[src/rtl/fft_frame_sequencer_if.sv]
// Stream channels around the FFT core: upstream samples, core data/config inputs,
// and the core output handshake that the sequencer only observes.
interface fft_frame_sequencer_if #(
    parameter int CFG_W = 16
);
    logic [31:0]      s_axis_tdata;
    logic             s_axis_tvalid;
    logic             s_axis_tready;

    logic [31:0]      fft_data_tdata;
    logic             fft_data_tvalid;
    logic             fft_data_tready;
    logic             fft_data_tlast;

    logic [CFG_W-1:0] fft_cfg_tdata;
    logic             fft_cfg_tvalid;
    logic             fft_cfg_tready;

    logic             fft_out_tvalid;
    logic             fft_out_tready;
    logic             fft_out_tlast;

    // Environment side: upstream source, FFT core and downstream sink.
    modport master (
        output s_axis_tdata, s_axis_tvalid,
        input  s_axis_tready,
        input  fft_data_tdata, fft_data_tvalid, fft_data_tlast,
        output fft_data_tready,
        input  fft_cfg_tdata, fft_cfg_tvalid,
        output fft_cfg_tready,
        output fft_out_tvalid, fft_out_tready, fft_out_tlast
    );

    // Sequencer side.
    modport slave (
        input  s_axis_tdata, s_axis_tvalid,
        output s_axis_tready,
        output fft_data_tdata, fft_data_tvalid, fft_data_tlast,
        input  fft_data_tready,
        output fft_cfg_tdata, fft_cfg_tvalid,
        input  fft_cfg_tready,
        input  fft_out_tvalid, fft_out_tready, fft_out_tlast
    );
endinterface

[src/rtl/fft_frame_sequencer.sv]
// Frame sequencer in front of a streaming FFT core: issues config words on frame
// boundaries, frames the upstream stream with tlast and checks output alignment.
module fft_frame_sequencer #(
    parameter int               FRAME_LEN   = 1024,
    parameter int               CNT_W       = 10,
    parameter int               CFG_W       = 16,
    parameter logic [CFG_W-1:0] CFG_DEFAULT = CFG_W'(1)
) (
    input  logic               aclk,
    input  logic               aresetn,
    input  logic               enable,
    input  logic [CFG_W-1:0]   cfg_word,
    input  logic               cfg_update,
    input  logic               err_clr,
    fft_frame_sequencer_if.slave bus,
    output logic [15:0]        frames_in,
    output logic [15:0]        frames_out,
    output logic               busy,
    output logic               err_tlast
);

    typedef enum logic [1:0] {IDLE, CONFIG, STREAM} state_t;

    localparam logic [CNT_W-1:0] LAST_IDX = CNT_W'(FRAME_LEN - 1);

    state_t           state;
    logic [CNT_W-1:0] sample_cnt;
    logic [CNT_W-1:0] out_cnt;
    logic [CFG_W-1:0] cfg_shadow;
    logic [CFG_W-1:0] cfg_tdata_q;
    logic             cfg_pending;
    logic             cfg_tvalid_q;

    logic             streaming;
    logic             in_beat;
    logic             in_last;
    logic             cfg_fire;
    logic             out_beat;
    logic             out_err;
    logic [CFG_W-1:0] next_shadow;

    always_comb begin
        streaming   = (state == STREAM);
        in_beat     = streaming & bus.s_axis_tvalid & bus.fft_data_tready;
        in_last     = (sample_cnt == LAST_IDX);
        cfg_fire    = cfg_tvalid_q & bus.fft_cfg_tready;
        out_beat    = bus.fft_out_tvalid & bus.fft_out_tready;
        out_err     = out_beat & (bus.fft_out_tlast != (out_cnt == LAST_IDX));
        next_shadow = cfg_update ? cfg_word : cfg_shadow;
    end

    assign bus.fft_data_tdata  = bus.s_axis_tdata;
    assign bus.fft_data_tvalid = streaming & bus.s_axis_tvalid;
    assign bus.s_axis_tready   = streaming & bus.fft_data_tready;
    assign bus.fft_data_tlast  = streaming & in_last;
    assign bus.fft_cfg_tdata   = cfg_tdata_q;
    assign bus.fft_cfg_tvalid  = cfg_tvalid_q;

    assign busy = (state != IDLE) | (frames_in != frames_out);

    // The config word is snapshotted on entry to CONFIG so it stays stable while the
    // core stalls; an update that lands during the wait leaves the request pending.
    always_ff @(posedge aclk or negedge aresetn) begin
        if (!aresetn) begin
            state        <= IDLE;
            cfg_shadow   <= CFG_DEFAULT;
            cfg_tdata_q  <= CFG_DEFAULT;
            cfg_pending  <= 1'b1;
            cfg_tvalid_q <= 1'b0;
            sample_cnt   <= '0;
            frames_in    <= '0;
        end else begin
            if (cfg_update) begin
                cfg_shadow  <= cfg_word;
                cfg_pending <= 1'b1;
            end
            case (state)
                IDLE: begin
                    if (enable) begin
                        if (cfg_pending) begin
                            state        <= CONFIG;
                            cfg_tvalid_q <= 1'b1;
                            cfg_tdata_q  <= next_shadow;
                        end else begin
                            state <= STREAM;
                        end
                    end
                end
                CONFIG: begin
                    if (cfg_fire) begin
                        cfg_tvalid_q <= 1'b0;
                        cfg_pending  <= cfg_update | (cfg_shadow != cfg_tdata_q);
                        state        <= STREAM;
                    end
                end
                STREAM: begin
                    if (in_beat) begin
                        if (in_last) begin
                            sample_cnt <= '0;
                            frames_in  <= frames_in + 16'd1;
                            if (!enable) begin
                                state <= IDLE;
                            end else if (cfg_pending) begin
                                state        <= CONFIG;
                                cfg_tvalid_q <= 1'b1;
                                cfg_tdata_q  <= next_shadow;
                            end
                        end else begin
                            sample_cnt <= sample_cnt + 1'b1;
                        end
                    end
                end
                default: state <= IDLE;
            endcase
        end
    end

    // Output monitor follows the core's own tlast so one misaligned frame does not
    // poison every later one; a new error outranks a clear in the same cycle.
    always_ff @(posedge aclk or negedge aresetn) begin
        if (!aresetn) begin
            out_cnt    <= '0;
            frames_out <= '0;
            err_tlast  <= 1'b0;
        end else begin
            if (out_beat) begin
                if (bus.fft_out_tlast) begin
                    out_cnt    <= '0;
                    frames_out <= frames_out + 16'd1;
                end else begin
                    out_cnt <= out_cnt + 1'b1;
                end
            end
            if (out_err) begin
                err_tlast <= 1'b1;
            end else if (err_clr) begin
                err_tlast <= 1'b0;
            end
        end
    end

endmodule
[src/flat_wrapper.sv]
// flat-port wrapper written by rule: the top's interface ports become plain ports
module fft_frame_sequencer_flat 
#(
    parameter int               FRAME_LEN   = 1024,
    parameter int               CNT_W       = 10,
    parameter int               CFG_W       = 16,
    parameter logic [CFG_W-1:0] CFG_DEFAULT = CFG_W'(1)
)
  (aclk, aresetn, enable, cfg_word, cfg_update, err_clr, frames_in, frames_out, busy, err_tlast, bus_s_axis_tdata, bus_s_axis_tvalid, bus_s_axis_tready, bus_fft_data_tdata, bus_fft_data_tvalid, bus_fft_data_tlast, bus_fft_data_tready, bus_fft_cfg_tdata, bus_fft_cfg_tvalid, bus_fft_cfg_tready, bus_fft_out_tvalid, bus_fft_out_tready, bus_fft_out_tlast);
  fft_frame_sequencer_if #(.CFG_W(CFG_W)) bus_i ();
  input  logic aclk;
  input  logic aresetn;
  input  logic enable;
  input  logic [CFG_W-1:0] cfg_word;
  input  logic cfg_update;
  input  logic err_clr;
  output logic [15:0] frames_in;
  output logic [15:0] frames_out;
  output logic busy;
  output logic err_tlast;
  input wire logic [$bits(bus_i.s_axis_tdata)-1:0] bus_s_axis_tdata;
  input wire logic [$bits(bus_i.s_axis_tvalid)-1:0] bus_s_axis_tvalid;
  output wire logic [$bits(bus_i.s_axis_tready)-1:0] bus_s_axis_tready;
  output wire logic [$bits(bus_i.fft_data_tdata)-1:0] bus_fft_data_tdata;
  output wire logic [$bits(bus_i.fft_data_tvalid)-1:0] bus_fft_data_tvalid;
  output wire logic [$bits(bus_i.fft_data_tlast)-1:0] bus_fft_data_tlast;
  input wire logic [$bits(bus_i.fft_data_tready)-1:0] bus_fft_data_tready;
  output wire logic [$bits(bus_i.fft_cfg_tdata)-1:0] bus_fft_cfg_tdata;
  output wire logic [$bits(bus_i.fft_cfg_tvalid)-1:0] bus_fft_cfg_tvalid;
  input wire logic [$bits(bus_i.fft_cfg_tready)-1:0] bus_fft_cfg_tready;
  input wire logic [$bits(bus_i.fft_out_tvalid)-1:0] bus_fft_out_tvalid;
  input wire logic [$bits(bus_i.fft_out_tready)-1:0] bus_fft_out_tready;
  input wire logic [$bits(bus_i.fft_out_tlast)-1:0] bus_fft_out_tlast;
  assign bus_i.s_axis_tdata = bus_s_axis_tdata;
  assign bus_i.s_axis_tvalid = bus_s_axis_tvalid;
  assign bus_s_axis_tready = bus_i.s_axis_tready;
  assign bus_fft_data_tdata = bus_i.fft_data_tdata;
  assign bus_fft_data_tvalid = bus_i.fft_data_tvalid;
  assign bus_fft_data_tlast = bus_i.fft_data_tlast;
  assign bus_i.fft_data_tready = bus_fft_data_tready;
  assign bus_fft_cfg_tdata = bus_i.fft_cfg_tdata;
  assign bus_fft_cfg_tvalid = bus_i.fft_cfg_tvalid;
  assign bus_i.fft_cfg_tready = bus_fft_cfg_tready;
  assign bus_i.fft_out_tvalid = bus_fft_out_tvalid;
  assign bus_i.fft_out_tready = bus_fft_out_tready;
  assign bus_i.fft_out_tlast = bus_fft_out_tlast;
  fft_frame_sequencer #(.FRAME_LEN(FRAME_LEN), .CNT_W(CNT_W), .CFG_W(CFG_W), .CFG_DEFAULT(CFG_DEFAULT)) u_core (.aclk(aclk), .aresetn(aresetn), .enable(enable), .cfg_word(cfg_word), .cfg_update(cfg_update), .err_clr(err_clr), .bus(bus_i), .frames_in(frames_in), .frames_out(frames_out), .busy(busy), .err_tlast(err_tlast));
endmodule
[config.mk]
export PLATFORM = sky130hd
export DESIGN_NAME = fft_frame_sequencer_flat
export DESIGN_NICKNAME = d
export VERILOG_FILES = /design/src/rtl/fft_frame_sequencer_if.sv /design/src/rtl/fft_frame_sequencer.sv /design/src/flat_wrapper.sv
export SDC_FILE = /design/constraint.sdc
export NUM_CORES = 1
export LEC_CHECK = 0
export ABC_AREA = 1
export BUFFER_PORTS_ARGS = -buffer_cell sky130_fd_sc_hd__buf_2
export CAP_MARGIN = 15
export CORE_MARGIN = 5
export CORE_UTILIZATION = 55
export CTS_CLUSTER_SIZE = 14
export DETAILED_ROUTE_END_ITERATION = 6
export MAX_ROUTING_LAYER = met4
export PLACE_DENSITY = 0.86
export SKIP_CTS_REPAIR_TIMING = 1
export SLEW_MARGIN = 20
export SYNTH_ARGS = -nofsm -noshare
export SYNTH_HDL_FRONTEND = slang
export SYNTH_SLANG_ARGS = --single-unit
[constraint.sdc]
create_clock -name aclk -period 3 [get_ports aclk]
set_input_delay 0.3 -clock aclk [delete_from_list [all_inputs] [get_ports aclk]]
set_output_delay 0.3 -clock aclk [all_outputs]
set_load 0.005 [all_outputs]
==> metrics.txt, run 1 <==
Util after Layout=between 60 and 70%; HPWL after DPL=9308 um; pin count of the biggest net entering global routing=46; setup_tns=0 ps; most common cell after layout, fill and taps aside=nand2_1; CTS tree=done; Max Buffers Root-to-Sink=2; Crit path buffers/inverters=2; first-pass GRT wire length=20710 um; mean post-synth cell area=7.408 um^2; fraction of layout cells with a size suffix above 1=around 16%; Placement Rows=35; hold_ws=181.4 ps; final instance area=~5700 um^2; CP arrival=roughly 1600 ps; Num CTS Buffers=9; DR WL/cell=13.81 um; GPL Wtd Cong=0.9191; Least-Margin Pin Slew=around 650 ps; Post-Synth Simple-Gate Area=between 30% and 40%; Net Sw Power=around 1400 uW; port bufs=80; net switching fraction of the power=38.00%; placed inst area=5500 um^2; VDD IR max=0.2749 mV; Pre-antenna DRT Iters=5; drt total wl=12310 um; Worst setup EP type=output port; DRT iter0 DRCs=289; vias in the first global route=4578; GRT Util Overall=22.33%; Area growth syn-to-layout=9.426%; FMAX=515.4 MHz; part of the power in registers=46.6%; H-tree levels=3; fillers=836; root buf cell=clkbuf_8; xor/xnor share of the synthesized area=5.861%; complex-gate fraction of the synthesized area=4.545%; Max Clock Skew=8.573 ps; critical path class=register to output port; Slew Limit Headroom=a little under three fifths; via count=4664; Synth Net Count=769; Synth cell types=32; CP Cell Sequence=ha_1 -> nand2_1 -> inv_1 -> nand3_1 -> nor3_1 -> buf_2; final setup vio count=0; Slowest Stage Delay on Critical Path=420 ps; Worst Path Required=2700 ps; Post-DRT Antenna Nets=0; average vias per placed instance=5.235; combinational share of power=29.5%; die area=about 12000 um^2; PwrDens=roughly 640 nW/um^2; status=finished clean; Starting Density=56.60%; RSZ-0062 raised after global routing=false; clock power share=about a quarter; clock latency on the worst-skew pair=between 300 and 400 ps; cell-internal power=between 2000 and 2500 uW; largest family of logic cells by synthesized area=simple AND/OR/NAND/NOR gates; max_cap viols=0; Min Clock Period, post-route=1940 ps; mux cell area share after synthesis=0%; total grt overflow=0; Die Y=107.5 um; Mapped Area=approximately 5200 um^2; yosys warns=0; highest-count cells in the layout ignoring fill and taps=nand2_1 (248), dfrtp_1 (86), inv_1 (81); fin crit share=64.67%; CP Launch Type=register; Synth Area in Adders=0.9569%; CTS sink count=89; largest delay contributor family on the critical path=flip-flops; placeable core area=9240 um^2; Seq/Total Area, Yosys=42.66%; critical path's slowest cell=dfrtp_1; Die Span X=107.5 um; crit-path max FO=5; post-synthesis cell count=706; antenna violations before repair=0; worst min-delay path category=primary input to register; clk slew on worst S/H paths=90 ps; Hold Vio Cnt, Final=0; leakage=between 0.003 and 0.004 uW; Net count, final=820; I/O pins=145; Seq cells post-synth=89; remaining routing DRC violations=0; Slew Viols, Final=0; ANT cells=0
## cells in the mapped netlist
| master | instances | area share [%] |
|---|---|---|
| nand2_1 | 248 | 18 |
| dfrtp_1 | 86 | 41 |
| inv_1 | 81 | 5.8 |
| nor2_1 | 60 | 4.3 |
| buf_4 | 38 | 5.5 |
| nand3_1 | 38 | 3.6 |
| nand4_1 | 27 | 3.2 |
| o21ai_0 | 27 | 2.6 |
| xor2_1 | 18 | 3.0 |
| xnor2_1 | 17 | 2.8 |
| nor3_1 | 11 | 1.1 |
| a21oi_1 | 8 | 0.77 |
| o21ai_1 | 6 | 0.57 |
| nor2_4 | 5 | 1.1 |
| clkbuf_1 | 4 | 0.29 |
| ha_1 | 4 | 0.96 |
| inv_2 | 4 | 0.29 |
| nand2_2 | 4 | 0.48 |
| dfstp_2 | 3 | 1.5 |
| nor2_2 | 3 | 0.36 |
| nand2_4 | 2 | 0.43 |
| nand3b_1 | 2 | 0.29 |
| a22o_1 | 1 | 0.17 |
| a22oi_1 | 1 | 0.14 |
| buf_2 | 1 | 0.096 |
| buf_6 | 1 | 0.22 |
| nand3_4 | 1 | 0.33 |
| nand4_4 | 1 | 0.41 |
| nor3_4 | 1 | 0.31 |
| o21a_1 | 1 | 0.14 |
| o221ai_1 | 1 | 0.17 |
| or2_2 | 1 | 0.12 |
## sequential cells by signal, summed over array words and instances, names as in the netlist
name	count
u_core.bus.fft_cfg_tdata	16
u_core.cfg_shadow	16
u_core.frames_in	16
u_core.frames_out	16
u_core.out_cnt	10
u_core.sample_cnt	10
u_core.state	2
u_core.bus.fft_cfg_tvalid	1
u_core.cfg_pending	1
u_core.err_tlast	1
## cells by family after synthesis
logic type / Yosys count
AND/OR/NAND/NOR: 404
AO/OA/AOI/OAI: 45
XOR/XNOR: 35
flip-flops: 89
buffers and inverters: 129
adder cells (fa/ha/maj): 4
## layer usage
layer,global-route usage [%],vias up,share of wire (%)
met5,-,-,0
met4,8.115,0,2.1
met3,3.419,29,7.2
met2,37.43,174,49
met1,27.47,2184,42
li1,-,2277,-
## final cells by class
type	count	area (um^2)	area share, %
clock buffer	10	137.6	2.405
inverter	85	319.1	5.575
multi-input combinational	488	2364	41.30
tap	129	161.4	2.820
sequential	89	2231	38.98
clock inverter	6	75.07	1.312
timing repair buffer	84	435.4	7.608
## power by group through the flow
stage / Sequential, uW / Combinational (uW) / Clock (uW)
final: 1710 / 1080 / 874
after CTS: 1700 / 1090 / 892
after detailed placement: 1720 / 1070 / 0
after global placement: 1700 / 1020 / 0
after floorplan: 1670 / 781 / 0
after global routing: 1740 / 1230 / 940
## worst paths after layout
kind / cells after the start / slack [ps] / start / end
max in group asynchronous: 3 / 1760 / aresetn / u_core.bus.fft_cfg_tdata[0]$_DFFE_PN1P_
min in group asynchronous: 2 / 480 / aresetn / u_core.cfg_shadow[2]$_DFF_PN0_
max: 6 / 1060 / u_core.sample_cnt[0]$_DFFE_PN0P_ / bus_fft_data_tlast
min: 2 / 180 / err_clr / u_core.err_tlast$_DFFE_PN0P_
min reg2reg: 2 / 500 / u_core.bus.fft_cfg_tdata[0]$_DFFE_PN1P_ / u_core.bus.fft_cfg_tdata[0]$_DFFE_PN1P_
max reg2reg: 8 / 1180 / u_core.sample_cnt[0]$_DFFE_PN0P_ / u_core.bus.fft_cfg_tdata[14]$_DFFE_PN0P_
## per-stage QoR
stage	instances	total power (uW)	setup slack [ps]
after global placement	874	2722	1307
final	891	3663	1060
after global routing	891	3918	965.2
after CTS	890	3682	1026
after detailed placement	874	2796	1205
after floorplan	706	2449	1542
## worst reg2reg max path, cell delays in order (launching register included)
cell and delay [ps]:
dfrtp_1 420, ha_1 200, nand2_1 90, inv_1 120, nand4_4 210, nand2_4 260, nand3_4 230, nand2_1 130
nand2_1 60
Power figures use the tool's default switching activity.
==> run 2, diff against run 1 <==
CORE_UTILIZATION = 48   (was 55)
PLACE_DENSITY = 0.8   (was 0.86)
clock period = 1.72 ns   (was 3 ns; I/O delays follow)
==> run 2 against run 1 <==
The run now ends with negative setup slack left. Clock power up 64%. Global-route usage decreased by 3.3 points. Via count is 3.7% lower. Flip-flop and latch count did not move. Register-to-register slack worse by 1100 ps. Sequential power up 74%. Combinational power grew 86%. Sequential share of layout area is 0.92 points lower. Largest power group unchanged.
==> metrics.txt, run 2 (synthesis results as in run 1) <==
Max Buffers Root-to-Sink=2 (unchanged); Max Clock Skew=14.94 ps (+6.363 ps); worst hold path cell count=2 (unchanged); Crit path buffers/inverters=2 (unchanged); Slew Viols, Final=0 (unchanged); Area growth syn-to-layout=12.89%; DR WL/cell=12.60 um (-8.8%); fin crit share=102.6%; Worst setup EP type=output port; critical path's slowest cell=dfrtp_1; Min Clock Period, post-route=1765 ps; most common cell after layout, fill and taps aside=nand2_1; FMAX=566.6 MHz; via count=4493 (-3.7%); antenna violations before repair=0 (unchanged); remaining routing DRC violations=0 (unchanged); port bufs=80 (unchanged); Die Span X=114.4 um (+6.4%); leakage=0.003079 uW (+2.1%); H-tree levels=3 (unchanged); max_cap viols=0 (unchanged); I/O pins=145 (unchanged); Slew Limit Headroom=66.34% (+10 points); PwrDens=1087 nW/um^2 (+70%); CP arrival=1590 ps (-50 ps); vias in the first global route=4427 (-3.3%); VDD IR max=0.4602 mV (+67%); Starting Density=48.67% (-7.9 points); Post-DRT Antenna Nets=0 (unchanged); Placement Rows=38 (+8.6%); Worst Path Required=1550 ps (-1150 ps); Num CTS Buffers=9 (unchanged); first-pass GRT wire length=19870 um (-4.1%); fraction of layout cells with a size suffix above 1=20.69% (+4.4 points); hold endpoint=u_core.err_tlast$_DFFE_PN0P_; final setup vio count=1 (+1); crit-path max FO=4 (-1); Pre-antenna DRT Iters=4 (-1); Least-Margin Pin Slew=505.0 ps (-147.9 ps); R2R depth=8 (unchanged); ANT cells=0 (unchanged); failing checks=negative setup slack; crit path setup slack, layout=-44.99 ps (-1105 ps); Slowest Stage Delay on Critical Path=430 ps (about the same); CP Launch Type=register; die area=13080 um^2 (+13%); Reg2Reg Launch Point=u_core.sample_cnt[0]$_DFFE_PN0P_; largest delay contributor family on the critical path=flip-flops; highest-count cells in the layout ignoring fill and taps=nand2_1 (247), inv_1 (79), buf_2 (79); Hold Vio Cnt, Final=0 (unchanged); fillers=1056 (+26%); hold path start=err_clr; R2R Setup Slk=90 ps (-1090 ps); status=finished, violations left; HPWL after DPL=8529 um (-8.4%); average vias per placed instance=4.894 (-6.5%); RSZ-0062 raised after global routing=true; CP Cell Sequence=ha_2 -> nand2_2 -> inv_2 -> nand3_2 -> nor3_2 -> buf_2; clock latency on the worst-skew pair=370 ps (about the same); Critical R2R Capture=u_core.bus.fft_cfg_tdata[1]$_DFFE_PN0P_; CTS sink count=89 (unchanged); DP Worst Slack=108.2 ps (-1096 ps); total grt overflow=0 (unchanged); pin count of the biggest net entering global routing=37 (-20%); clk slew on worst S/H paths=100 ps (about the same); Die Y=114.4 um (+6.4%); drt total wl=11570 um (-6.0%); DRT iter0 DRCs=226 (-22%); worst min-delay path category=primary input to register; Net count, final=836 (+2.0%); CTS tree=done; GRT Util Overall=19.00% (-3.3 points); critical path class=register to output port; placeable core area=10750 um^2 (+16%); GPL Wtd Cong=0.9049 (-1.5%); root buf cell=clkbuf_8; Final Power=6415 uW (+75%)
[run 2: how the worst max path moves through the flow]
stage	start	endpoint	cells after the start
2_1_floorplan	u_core.sample_cnt[0]$_DFFE_PN0P_	u_core.bus.fft_cfg_tdata[10]$_DFFE_PN0P_	9
3_3_place_gp	u_core.sample_cnt[0]$_DFFE_PN0P_	u_core.bus.fft_cfg_tdata[13]$_DFFE_PN0P_	8
3_5_place_dp	u_core.sample_cnt[0]$_DFFE_PN0P_	u_core.bus.fft_cfg_tdata[6]$_DFFE_PN0P_	8
4_1_cts	u_core.sample_cnt[0]$_DFFE_PN0P_	bus_fft_data_tlast	6
5_1_grt	u_core.sample_cnt[0]$_DFFE_PN0P_	bus_fft_data_tlast	6
6_report	u_core.sample_cnt[0]$_DFFE_PN0P_	bus_fft_data_tlast	6
[run 2: area by class of cell]
class                           instances  area (um^2)  area share [%]
Tap cell                              140        175.2           2.967
Clock buffer                            9        123.9           2.098
Timing Repair Buffer                  100        580.6           9.833
Inverter                               85        319.1           5.404
Sequential cell                        89         2247           38.06
Multi-Input combinational cell        488         2391           40.50
Clock inverter                          7        67.56           1.144
[run 2: routing by layer]
layer | GRT usage [%] | vias to the layer above | share of wire, %
li1 | - | 2314 | -
met1 | 23.41 | 2068 | 45
met2 | 30.97 | 96 | 47
met3 | 4.281 | 15 | 5.8
met4 | 6.334 | 0 | 1.3
met5 | - | - | 0
[run 2: worst register-to-register path, delay by kind of cell, from the launching register on]
family,cells,cell delay [ps]
flip-flops,1,430
buffers and inverters,1,90
adder cells (fa/ha/maj),1,220
AND/OR/NAND/NOR,6,770
[run 2: power by group]
part	total, uW	internal [uW]	switching [uW]
clock	1430	569	865
combinational	2010	839	1170
sequential	2980	2510	466
[run 2: per-stage QoR]
stage | setup TNS, ps | hold WS [ps] | utilization [%] | area (um^2) | std cells
after floorplan | 0 | -123.6 | - | 5230 | 706
after global placement | 0 | 174.4 | 52.11 | 5599 | 893
after detailed placement | 0 | 176.5 | 52.11 | 5599 | 893
after CTS | -190.5 | -234.8 | 53.89 | 5791 | 909
after global routing | -338.6 | 32.11 | 54.95 | 5904 | 918
final | -44.99 | 34.93 | 54.95 | 5904 | 918
==> run 3, diff against run 2 <==
RECOVER_POWER = 50   (was unset)
==> run 3 against run 2 <==
The flow still finishes with violations (negative setup slack). Hold slack about the same. First-iteration DRC count up 9.7%. Via count up 0.24%. Final cell count unchanged. Worst setup slack about the same. Critical path type unchanged. Largest power group unchanged. Highest routed layer unchanged.
==> metrics.txt, run 3 (synthesis results as in run 1) <==
RSZ-0062 raised after global routing=true; average vias per placed instance=4.906 (+0.24%); fillers=1060 (+0.38%); CTS sink count=89 (unchanged); Slew Viols, Final=0 (unchanged); failing checks=negative setup slack; R2R depth=8 (unchanged); worst min-delay path category=primary input to register; GRT Util Overall=19.00% (unchanged); crit path setup slack, layout=-45.12 ps (-0.1302 ps); Crit path buffers/inverters=2 (unchanged); DRT iter0 DRCs=248 (+9.7%); Slew Limit Headroom=40.32% (-26 points); GPL Wtd Cong=0.9049 (unchanged); HPWL after DPL=8529 um (unchanged); Post-DRT Antenna Nets=0 (unchanged); Num CTS Buffers=9 (unchanged); Min Clock Period, post-route=1765 ps (+0.1302 ps); first-pass GRT wire length=19870 um (unchanged); final setup vio count=1 (unchanged); Die Y=114.4 um (unchanged); VDD IR max=0.4604 mV (about the same); Least-Margin Pin Slew=895.2 ps (+390.2 ps); crit-path max FO=4 (unchanged); placeable core area=10750 um^2 (unchanged); I/O pins=145 (unchanged); largest delay contributor family on the critical path=flip-flops; H-tree levels=3 (unchanged); critical path class=register to output port; ANT cells=0 (unchanged); fraction of layout cells with a size suffix above 1=20.69% (unchanged); FMAX=566.5 MHz (about the same); root buf cell=clkbuf_8; final instance area=5877 um^2 (-0.47%); setup_tns=-45.12 ps (-0.1302 ps); Max Clock Skew=14.67 ps (-0.2618 ps); met3 Use GR=4.281% (unchanged); clock latency on the worst-skew pair=370 ps (about the same); Area growth syn-to-layout=12.37%; Placement Rows=38 (unchanged); met2 Use GR=30.97% (unchanged); Net count, final=836 (unchanged); status=finished, violations left; placed inst area=5599 um^2 (unchanged); total grt overflow=0 (unchanged); most common cell after layout, fill and taps aside=nand2_1; worst hold path cell count=2 (unchanged); via count=4504 (+0.24%); leakage=0.003069 uW (-0.33%); gr busiest metal=met2; Worst setup EP type=output port; Die Span X=114.4 um (unchanged); Starting Density=48.67% (unchanged); highest-count cells in the layout ignoring fill and taps=nand2_1 (247), inv_1 (79), buf_2 (79); port bufs=80 (unchanged); Hold Vio Cnt, Final=0 (unchanged); antenna violations before repair=0 (unchanged); Pre-antenna DRT Iters=4 (unchanged); Worst Path Required=1550 ps (about the same); max_cap viols=0 (unchanged); CP Cell Sequence=ha_2 -> nand2_2 -> inv_2 -> nand3_2 -> nor3_2 -> buf_2; CP arrival=1590 ps (about the same); GRT met1 Usage=23.41% (unchanged); Slowest Stage Delay on Critical Path=430 ps (about the same); die area=13080 um^2 (unchanged); PwrDens=1090 nW/um^2 (+0.30%); clk slew on worst S/H paths=100 ps (about the same); fin crit share=102.6% (about the same); CTS tree=done; CP Launch Type=register; hold_ws=34.62 ps (-0.3086 ps); pin count of the biggest net entering global routing=37 (unchanged); Util after Layout=54.69% (-0.26 points); drt total wl=11560 um (about the same); DR WL/cell=12.59 um (about the same); DP Worst Slack=108.2 ps (unchanged); Max Buffers Root-to-Sink=2 (unchanged); remaining routing DRC violations=0 (unchanged); vias in the first global route=4427 (unchanged); Crit path depth=6 (unchanged); critical path's slowest cell=dfrtp_1
-- run 3: changes by cell type in the layout (fill, tap and decap cells not counted) --
cell      before  now
buf_4         18   17
buf_12         2    0
clkbuf_2       0    1
clkbuf_4       0    2
-- run 3: worst reg2reg max path: stages (launching register included) --
cell     delay [ps]
dfrtp_1         430
ha_2            220
nand2_2          70
inv_2            90
nand4_4         160
nand2_4         170
nand3_4         200
nand2_1         120
nand2_1          50
-- run 3: area by class of cell --
class / instances / area (um^2) / area share, %
well taps: 140 / 175.2 / 2.981
clock inverters: 7 / 67.56 / 1.150
repair buffers: 100 / 553.0 / 9.410
flip-flops and latches: 89 / 2247 / 38.24
inverters: 85 / 319.1 / 5.429
clock buffers: 9 / 123.9 / 2.108
multi-input cells: 488 / 2391 / 40.69
-- run 3: path summary, 6_finish.rpt --
check	endpoint	slack (ps)	startpoint
min reg2reg	u_core.bus.fft_cfg_tdata[0]$_DFFE_PN1P_	500	u_core.bus.fft_cfg_tdata[0]$_DFFE_PN1P_
max reg2reg	u_core.bus.fft_cfg_tdata[5]$_DFFE_PN0P_	110	u_core.sample_cnt[0]$_DFFE_PN0P_
max in group asynchronous	u_core.out_cnt[0]$_DFFE_PN0P_	270	aresetn
max	bus_fft_data_tlast	-50	u_core.sample_cnt[0]$_DFFE_PN0P_
min in group asynchronous	u_core.sample_cnt[5]$_DFFE_PN0P_	450	aresetn
min	u_core.err_tlast$_DFFE_PN0P_	30	err_clr
-- run 3: metrics by stage --
step	instances	power, uW
3_5_place_dp	893	4918
6_report	918	6405
3_3_place_gp	893	4855
4_1_cts	909	6356
5_1_grt	918	6922
2_1_floorplan	706	4272
-- run 3: where the power goes --
part	switching [uW]	internal [uW]	leakage, uW
Combinational	1160	832	0.00186
Clock	866	569	0.0000962
Sequential	467	2510	0.00111
-- run 3: routing by layer --
metal | vias up | part of all wire [%]
met4 | 0 | 1.2
met5 | - | 0
met2 | 107 | 47
met3 | 15 | 5.5
met1 | 2071 | 46
li1 | 2311 | -
